==> src/rtl/sar_search.sv <==
// sar_search: successive-approximation search engine.
//
// Recovers an unknown WIDTH-bit target that sits on the b side of an
// external unsigned magnitude comparator. The engine drives trial words
// on the comparator a side and rebuilds the target one bit per
// comparison, starting at the MSB. A comparison that reports eq ends the
// search early.
//
// Handshake: start is sampled only in IDLE. A start seen in that state
// is accepted on that clock edge. busy is then high until the result is
// final. done pulses for one cycle, and busy is low in that cycle. err,
// result and steps are valid from done and hold until the next accepted
// start. A start seen while busy or in the done cycle is dropped, not
// queued.
//
// Parameters:
//   WIDTH    probe/target width in bits
//   CMP_LAT  registered latency of the comparator path; 0 = combinational
// Ports:
//   clk        rising-edge clock
//   rst        synchronous, active-high reset
//   start      begin a search (IDLE only)
//   probe      trial value to comparator a input (registered)
//   gt/lt/eq   comparator verdicts for probe vs target
//   busy       search in progress
//   done       one-cycle pulse, result final
//   err        flag protocol violation or target out of range
//   result     recovered target value
//   steps      number of comparisons consumed
//   state_dbg  current FSM state for observation
module sar_search #(
    parameter int WIDTH   = 16,
    parameter int CMP_LAT = 0
) (
    input  logic             clk,
    input  logic             rst,
    input  logic             start,
    output logic [WIDTH-1:0] probe,
    input  logic             gt,
    input  logic             lt,
    input  logic             eq,
    output logic             busy,
    output logic             done,
    output logic             err,
    output logic [WIDTH-1:0] result,
    output logic [4:0]       steps,
    output logic [2:0]       state_dbg
);

    localparam int IW = $clog2(WIDTH);
    // The wait counter holds at most CMP_LAT-1. Keep it at least one bit
    // wide so that it is still legal when CMP_LAT is 0 or 1.
    localparam int CW = (CMP_LAT > 1) ? $clog2(CMP_LAT) : 1;

    typedef enum logic [2:0] {
        S_IDLE = 3'd0,
        S_SET  = 3'd1,
        S_WAIT = 3'd2,
        S_EVAL = 3'd3,
        S_DONE = 3'd4
    } state_t;

    state_t           state, state_n;
    logic [WIDTH-1:0] probe_n, result_n;
    logic [4:0]       steps_n;
    logic             err_n;
    logic [IW-1:0]    idx, idx_n;
    logic [CW-1:0]    cnt, cnt_n;
    logic             flags_ok;
    logic [WIDTH-1:0] bit_mask;

    // The XOR is true when one or three flags are high. Clearing the
    // all-three case leaves exactly-one-hot.
    assign flags_ok = (gt ^ lt ^ eq) && !(gt && lt && eq);
    assign bit_mask = WIDTH'(1) << idx;

    always_comb begin
        state_n  = state;
        probe_n  = probe;
        result_n = result;
        steps_n  = steps;
        err_n    = err;
        idx_n    = idx;
        cnt_n    = cnt;
        case (state)
            S_IDLE: begin
                if (start) begin
                    result_n = '0;
                    steps_n  = '0;
                    err_n    = 1'b0;
                    idx_n    = IW'(WIDTH - 1);
                    state_n  = S_SET;
                end
            end
            S_SET: begin
                probe_n = result | bit_mask;
                cnt_n   = CW'(CMP_LAT - 1);
                state_n = (CMP_LAT > 0) ? S_WAIT : S_EVAL;
            end
            S_WAIT: begin
                // probe is held here so the comparator pipeline can settle.
                if (cnt == '0) begin
                    state_n = S_EVAL;
                end else begin
                    cnt_n = cnt - CW'(1);
                end
            end
            S_EVAL: begin
                steps_n = steps + 5'd1;
                if (!flags_ok) begin
                    err_n   = 1'b1;
                    state_n = S_DONE;
                end else if (eq) begin
                    result_n = probe;
                    state_n  = S_DONE;
                end else begin
                    if (lt) begin
                        result_n = result | bit_mask;
                    end
                    if (idx == '0) begin
                        // lt on the last bit means the target lies above
                        // every value that WIDTH bits can represent.
                        if (lt) begin
                            err_n = 1'b1;
                        end
                        state_n = S_DONE;
                    end else begin
                        idx_n   = idx - IW'(1);
                        state_n = S_SET;
                    end
                end
            end
            S_DONE: begin
                state_n = S_IDLE;
            end
            default: begin
                state_n = S_IDLE;
            end
        endcase
    end

    always_ff @(posedge clk) begin
        if (rst) begin
            state  <= S_IDLE;
            probe  <= '0;
            result <= '0;
            steps  <= '0;
            err    <= 1'b0;
            idx    <= '0;
            cnt    <= '0;
        end else begin
            state  <= state_n;
            probe  <= probe_n;
            result <= result_n;
            steps  <= steps_n;
            err    <= err_n;
            idx    <= idx_n;
            cnt    <= cnt_n;
        end
    end

    assign busy      = (state == S_SET) || (state == S_WAIT) || (state == S_EVAL);
    assign done      = (state == S_DONE);
    assign state_dbg = state;

endmodule

==> config.mk <==
export PLATFORM = sky130hd
export DESIGN_NAME = sar_search
export DESIGN_NICKNAME = d
export VERILOG_FILES = /design/src/rtl/sar_search.sv
export SDC_FILE = /design/constraint.sdc
export NUM_CORES = 1
export LEC_CHECK = 0
export ABC_AREA = 1
export ABC_CLOCK_PERIOD_IN_PS = 2450
export BUFFER_PORTS_ARGS = -buffer_cell sky130_fd_sc_hd__buf_2
export CAP_MARGIN = 20
export CELL_PAD_IN_SITES_DETAIL_PLACEMENT = 0
export CELL_PAD_IN_SITES_GLOBAL_PLACEMENT = 2
export CORE_MARGIN = 8
export CORE_UTILIZATION = 31
export DETAILED_ROUTE_END_ITERATION = 8
export PLACE_DENSITY = 0.92
export RECOVER_POWER = 100
export SETUP_SLACK_MARGIN = 0.15
export SLEW_MARGIN = 25
export SYNTH_ARGS = -nofsm -noshare
export SYNTH_HDL_FRONTEND = slang
export SYNTH_SLANG_ARGS = --single-unit
==> constraint.sdc <==
create_clock -name clk -period 2.45 [get_ports clk]
set_input_delay 0.49 -clock clk [delete_from_list [all_inputs] [get_ports clk]]
set_output_delay 0.49 -clock clk [all_outputs]
set_load 0.1 [all_outputs]
[After elaboration in Yosys (flattened, before gate mapping)]
Cells that the tools add are included.
W data, S select, Z words.
Storage, ports and cells
  input bits: 6
  logic and storage cells: 68
  output and inout bits: 43
  flip-flop bits (word level): 46
Cells by class
  multiplexer cells: 26
  add/sub/neg operators: 3
  equal/unequal tests: 13
  bitwise logic cells: 3
  reduce and logical (&&, ||, !) cells: 15
  shift-type cells: 1
Operators by type and width (number)
  $mux W16: 4
  $pmux W16 S2: 1
  $mux W4: 4
  $or A16 B16 Y16: 1
  $shl A1 B4 Y16 const A: 1
  $mux W3: 5
  $ne A3 B3 Y1 const B: 4
  $pmux W3 S4: 1
  $ne A2 B2 Y1 const B: 5
  $pmux W5 S2: 1
  $reduce_and A5 Y1: 2
  $pmux W4 S2: 1
  $eq A3 B2 Y1 const B: 2
  $mux W1: 6
  $add A5 B1 Y5 const B: 1
  $mux W5: 1
  $logic_not A4 Y1: 1
  $pmux W1 S2: 2
  $reduce_and A2 Y1: 2
  $reduce_and A4 Y1: 1
  $reduce_bool A2 Y1: 2
  $sub A4 B1 Y4 const B: 1
  $eq A3 B1 Y1 const B: 1
  $eq A3 B3 Y1 const B: 1
  other kinds (6): 10

[Longest topological paths before layout]
Gate-level depths: netlist of the first run.
  depth in word-level cells: 6
  gate-level depth with buffers: 9

[Worst setup path before layout of the first run]
OpenSTA, ideal clock, no wires.
  path type: register to output
  start: register state[2] (netlist: state_dbg[2])
  end: output port done
  arrival: 3381 ps
  slack: -1421 ps
  stages on the path, launching flop included: 3
  buffers on the path: 0
  path through: dfxtp_1 inv_1 nor3_1
On the way
  longest elaborated chain between the ends: 1
RTL lines
  start, declared: line 63  | state_t state, state_n;
  start signal, assigned: line 152  | state <= state_n;
  $eq A3 B3 Y1: line 163  | assign done = (state == S_DONE);
  end, declared: line 43  | output logic done,
Every way passes these cells.

[Worst setup path after layout of the first run]
  start: register state[1] (netlist: state_dbg[1])
  end: output port state_dbg[1]
RTL lines
  end, declared: line 47  | output logic [2:0] state_dbg
No word-level cell between the ends.

==> flow_summary.json, run 1 <==
{
  "nFillCells": 841,
  "hold_start": "err",
  "synth_flop_cell": "dfxtp_1",
  "cp-end-kind": "output port",
  "core_area_mm2": 0.00725,
  "cts_buffers": 5,
  "grtUsageMet2_pct": 21.7,
  "drv_cap": 0,
  "ctsResizeCount": 0,
  "muxShareOfSynthArea_pct": 0,
  "antennaDiodeCount": 0,
  "rsz0062_at_grt": "no",
  "portBuffers": 48,
  "synth.avg_cell_area_um2": 6.71,
  "synth_fa_ha_area_share_pct": 3.77,
  "start_kind": "register",
  "grt_remaining_overflow": 0,
  "wire_per_inst_um": 13.2,
  "required_ns": 1.96,
  "grt_pass1_wl_um": 10300,
  "grt.busiest_layer": "met2",
  "cp_max_fo": 8,
  "timing.rr.end": "result[5]",
  "synth_top_family_by_area": "simple AND/OR/NAND/NOR gates",
  "yosysUniqueCellTypes": 23,
  "leakagePower_nw": 1.14,
  "antenna_left": 0,
  "clk_latency_ns": 0.31,
  "synth_edf_count": 0,
  "r2r_start": "state_dbg[2]",
  "syn_to_final_growth_pct": 15.9,
  "cts_buffer_depth": 2,
  "critPathSlowestCell": "clkbuf_1",
  "synth_compound_area_share_pct": 13.6,
  "grtUsageMet3_pct": 2.50,
  "period_share_pct": 86.0,
  "ys_ff_latch": 46,
  "nNetsFinal": 402,
  "yosysWarnings": 0,
  "gp_congestion": 0.775,
  "tritoncts": "yes",
  "crit_chain": "clkbuf_1",
  "status": "complete, no violations",
  "htree_levels": 2,
  "cts_root_buf": "clkbuf_8",
  "setup_violations": 0,
  "period_needed_ns": 2.11,
  "io_pins": 49,
  "r2r_cells": 7,
  "regToRegSetupSlack_ns": 0.55,
  "cts_sinks": 46,
  "tightestPinTransition_ns": 1.19,
  "crit_buf_inv": 1,
  "antenna_found_initial": 0,
  "start_util_pct": 32.0,
  "worstPathArrival_ns": 1.62,
  "whs_path_depth": 2,
  "drtIter0Drc": 121,
  "grt_use_total_pct": 12.5,
  "vias": 2310,
  "post-route-drc-count": 0,
  "cts_hold_buf": 0,
  "num_rows": 31,
  "async_flop_share_pct": 0,
  "fin_worst_skew_ns": 0.0130,
  "dpl-instance-area_mm2": 0.00267,
  "grt_pass1_vias": 2134,
  "fmaxAchievable_mhz": 475,
  "drtPass1Iterations": 4,
  "crit_start": "state_dbg[1]",
  "die-area_mm2": 0.0105,
  "drv_slew": 0,
  "viasPerCell": 4.72,
  "die_y_um": 103,
  "layout-drive-gt1-share_pct": 6.92,
  "crit_type": "register to output port",
  "syn_inst": 346,
  "die_x_um": 103,
  "synth_fp_nets": 359,
  "fin_area_mm2": 0.00269,
  "cp_top_family": "buffers and inverters",
  "min_to": "err",
  "powerDensity_mw_per_mm2": 982,
  "hold_viol_final": 0,
  "finalSetupTns_ns": 0,
  "slew_headroom_pct": 21.3,
  "synth_xor_area_share_pct": 0.377,
  "grtUsageMet1_pct": 14.7,
  "clk_pin_slew_ns": 0.09,
  "ir_worst_vdd_mv": 0.242,
  "routed_wl_um": 6440,
  "hpwl_um": 4470,
  "synth_simple_gate_area_share_pct": 33.4,
  "hp-class": "register to register",
  "grt_max_degree": 34,
  "max_stage_delay_ns": 0.89,
  "ys_seq_area_share_pct": 39.7,
  "netlist_area_mm2": 0.00232,
  "post_cts_buffers": 0
}
-- sequential cells by signal, summed over array words and instances, names as in the netlist --
signal / flops
cnt: 1
err: 1
idx: 4
probe: 16
result: 16
state_dbg: 3
steps: 5
-- layout by cell type (no fill, tap or decap), types with 2 or more instances in the layout --
| cell | netlist | layout |
|---|---|---|
| dfxtp_1 | 46 | 45 |
| inv_1 | 34 | 35 |
| nand2_1 | 63 | 64 |
| clkbuf_2 | 0 | 5 |
| o21ai_0 | 21 | 21 |
| a31oi_1 | 15 | 15 |
| a21oi_1 | 22 | 22 |
| ha_1 | 7 | 7 |
| nand3_1 | 48 | 48 |
| buf_2 | 6 | 5 |
| clkbuf_1 | 7 | 40 |
| clkbuf_8 | 0 | 5 |
| nor2_4 | 1 | 2 |
| nor2_1 | 60 | 59 |
| nor3_1 | 2 | 2 |
| nand4_1 | 2 | 2 |
| buf_4 | 2 | 4 |
-- where the power goes --
part	switching [mW]	internal (mW)	total, mW
combinational	1.03	0.197	1.23
clock	0.273	0.202	0.475
sequential	0.0911	0.852	0.943
-- cells in the mapped netlist (all sizes together) (2+ instances only) --
cell	number	area, um2
nand4	2	12.5
ha	7	87.6
o21ai	21	105
nand3	49	258
dfxtp	46	921
a31oi	15	93.8
nor3	3	20.0
buf	10	52.6
a21oi	22	110
nor2	61	236
clkbuf	7	26.3
nand2	65	249
inv	35	131
-- worst max-delay path by stage --
stage	cells past startpoint	slack, ns	end
final	1	0.34	state_dbg[1]
after detailed placement	9	0.47	result[5]
after floorplan	2	0.21	done
after global routing	3	0.29	done
after global placement	9	0.56	result[9]
after CTS	3	0.51	done
-- stage by stage --
step / total power, mW / util (%) / instances / hold WS, ns / setup WS, ns
after floorplan: 2.02 / - / 346 / 0.439 / 0.206
after global placement: 2.22 / 36.8 / 481 / 0.437 / 0.556
after detailed placement: 2.22 / 36.8 / 481 / 0.439 / 0.470
after CTS: 2.70 / 38.0 / 489 / 0.451 / 0.507
after global routing: 2.80 / 37.1 / 489 / 0.478 / 0.291
final: 2.65 / 37.1 / 489 / 0.450 / 0.344
-- per-layer routing --
layer | part of all wire (%) | wire length, um | vias to the layer above
met5 | 0 | 0 | -
met4 | 1.3 | 83 | 0
met3 | 3.7 | 240 | 4
met2 | 48 | 3110 | 33
met1 | 47 | 3010 | 1058
li1 | - | - | 1215
-- layout make-up --
| class | count | area (um2) | area share (%) |
|---|---|---|---|
| flip-flops and latches | 46 | 922 | 34.2 |
| inverters | 36 | 135 | 5.02 |
| repair buffers | 53 | 226 | 8.41 |
| clock buffers | 6 | 72.6 | 2.70 |
| clock inverters | 2 | 13.8 | 0.511 |
| well taps | 99 | 124 | 4.60 |
| multi-input cells | 247 | 1200 | 44.5 |
-- kinds of logic after synthesis --
kind of cell    count (synthesis)
simple gates                  180
compound gates                 59
buf+inv                        53
flops                          46
fa+ha+maj                       7
xor+xnor                        1
(Power assumes the default switching activity.)
==> run 2, diff against run 1 <==
==> constraint.sdc (replaced) <==
create_clock -name clk -period 2.45 [get_ports clk]
set_input_delay 0.245 -clock clk [delete_from_list [all_inputs] [get_ports clk]]
set_output_delay 0.245 -clock clk [all_outputs]
set_load 0.1 [all_outputs]
==> run 2 against run 1 <==
Effect of this change:
- register-to-register slack got worse by 0.05 ns
- critical path depth did not move
- hold slack got worse by 0.17 ns
- non-clock buffer count did not move
- combinational power barely moved
- critical endpoint unchanged
- largest cell class unchanged
==> flow_summary.json, run 2 (same netlist as run 1, synthesis figures left out) <==
{
  "seqCellArea_um2": 922,
  "hold_viol_final": 0,
  "setup_violations": 0,
  "rsz0062_at_grt": "no",
  "fmaxAchievable_mhz": 508,
  "power_switching_mw": 1.38,
  "drtPass1Iterations": 4,
  "cts_hold_buf": 0,
  "layout-drive-gt1-share_pct": 5.90,
  "antennaDiodeCount": 0,
  "hp-class": "input port to register",
  "worstPathArrival_ns": 1.72,
  "nFillCells": 827,
  "die_x_um": 103,
  "grt_max_degree": 34,
  "grt_pass1_vias": 2124,
  "slew_headroom_pct": 21.1,
  "tightestPinTransition_ns": 1.19,
  "leakagePower_nw": 1.14,
  "drv_cap": 0,
  "cts_buffers": 5,
  "antenna_left": 0,
  "start_kind": "register",
  "tritoncts": "yes",
  "cp_max_fo": 8,
  "max_stage_delay_ns": 0.91,
  "worst_slack_ns": 0.482,
  "critPathSlowestCell": "clkbuf_1",
  "num_rows": 31,
  "period_share_pct": 80.3,
  "crit_type": "register to output port",
  "final_common_cell": "nand2_1",
  "post-place-ws_ns": 0.708,
  "p_total_mw": 2.73,
  "status": "complete, no violations",
  "start_util_pct": 32.0,
  "p_int_mw": 1.35,
  "post_cts_buffers": 0,
  "routed_wl_um": 6350,
  "pwr-share-clk_pct": 20.8,
  "crit_chain": "clkbuf_1",
  "antenna_found_initial": 0,
  "die_y_um": 103,
  "cp-end-kind": "output port",
  "core_area_mm2": 0.00725,
  "post-route-drc-count": 0,
  "ctsResizeCount": 0,
  "nNetsFinal": 402,
  "largestRegisters": "probe: 16 flops, result: 16 flops, steps: 5 flops",
  "cts_buffer_depth": 2,
  "finalSetupTns_ns": 0,
  "powerDensity_mw_per_mm2": 1010,
  "dpl.cell_count": 481,
  "syn_to_final_growth_pct": 16.4,
  "gp_congestion": 0.772,
  "wire_per_inst_um": 13.0,
  "drtIter0Drc": 79,
  "drv_slew": 0,
  "vias": 2298,
  "grt_use_total_pct": 12.5,
  "p_comb_share_pct": 44.7,
  "stdcell_count": 489,
  "netSwitchingFraction_pct": 50.5,
  "htree_levels": 2,
  "grt_remaining_overflow": 0,
  "portBuffers": 48,
  "seqPwrFrac_pct": 34.5,
  "viasPerCell": 4.70,
  "hpwl_um": 4450,
  "crit_buf_inv": 1,
  "final_cell_mix": "nand2_1, nor2_1, nand3_1",
  "clk_latency_ns": 0.30,
  "cts_sinks": 46,
  "required_ns": 2.20,
  "die-area_mm2": 0.0105,
  "cts_root_buf": "clkbuf_8",
  "grt_pass1_wl_um": 10300,
  "fin_worst_skew_ns": 0.00484,
  "cp_top_family": "buffers and inverters",
  "period_needed_ns": 1.97,
  "io_pins": 49,
  "multi_input_area_mm2": 0.00120,
  "clk_pin_slew_ns": 0.09,
  "ir_worst_vdd_mv": 0.220
}
-- run 2: path summary, 6_finish.rpt --
path / from / endpoint / slack (ns) / depth (start not counted)
max: state_dbg[1] / state_dbg[1] / 0.48 / 1
min: start / err / 0.28 / 4
max reg2reg: state_dbg[1] / idx[0] / 0.50 / 6
min reg2reg: err / err / 0.45 / 2
-- run 2: final cells by class --
type | instances | area share (%)
multi-input combinational | 247 | 44.2
sequential | 46 | 34.1
timing repair buffer | 53 | 8.14
inverter | 36 | 5.00
tap | 99 | 4.58
clock buffer | 7 | 2.82
clock inverter | 1 | 1.11
-- run 2: power by group through the flow --
stage	logic [mW]	clock network, mW	registers [mW]
final	1.22	0.569	0.943
after global routing	1.31	0.613	0.961
after CTS	1.26	0.585	0.942
after detailed placement	1.26	0	0.959
after global placement	1.26	0	0.956
after floorplan	0.432	0	1.58
-- run 2: layer usage --
layer / up-vias / share of wire, % / global-route usage (%)
li1: 1217 / - / -
met3: 6 / 5.3 / 2.70
met1: 1032 / 47 / 15.3
met4: 0 / 1.4 / 4.51
met5: - / 0 / 0
met2: 43 / 47 / 20.9
-- run 2: per-stage QoR --
step / util, % / instance area (um2) / hold WS, ns
2_1_floorplan: - / 2340 / 0.314
3_3_place_gp: 36.7 / 2670 / 0.436
3_5_place_dp: 36.7 / 2670 / 0.434
4_1_cts: 38.2 / 2770 / 0.278
5_1_grt: 37.3 / 2700 / 0.281
6_report: 37.3 / 2700 / 0.276
-- run 2: worst reg2reg max path, cell delays in order (launching register included) --
cell and delay [ns]:
dfxtp_1 0.40, nor2_1 0.29, nand3_1 0.16, nand2_1 0.11, clkbuf_1 0.53, nand2_1 0.21, a21oi_1 0.19
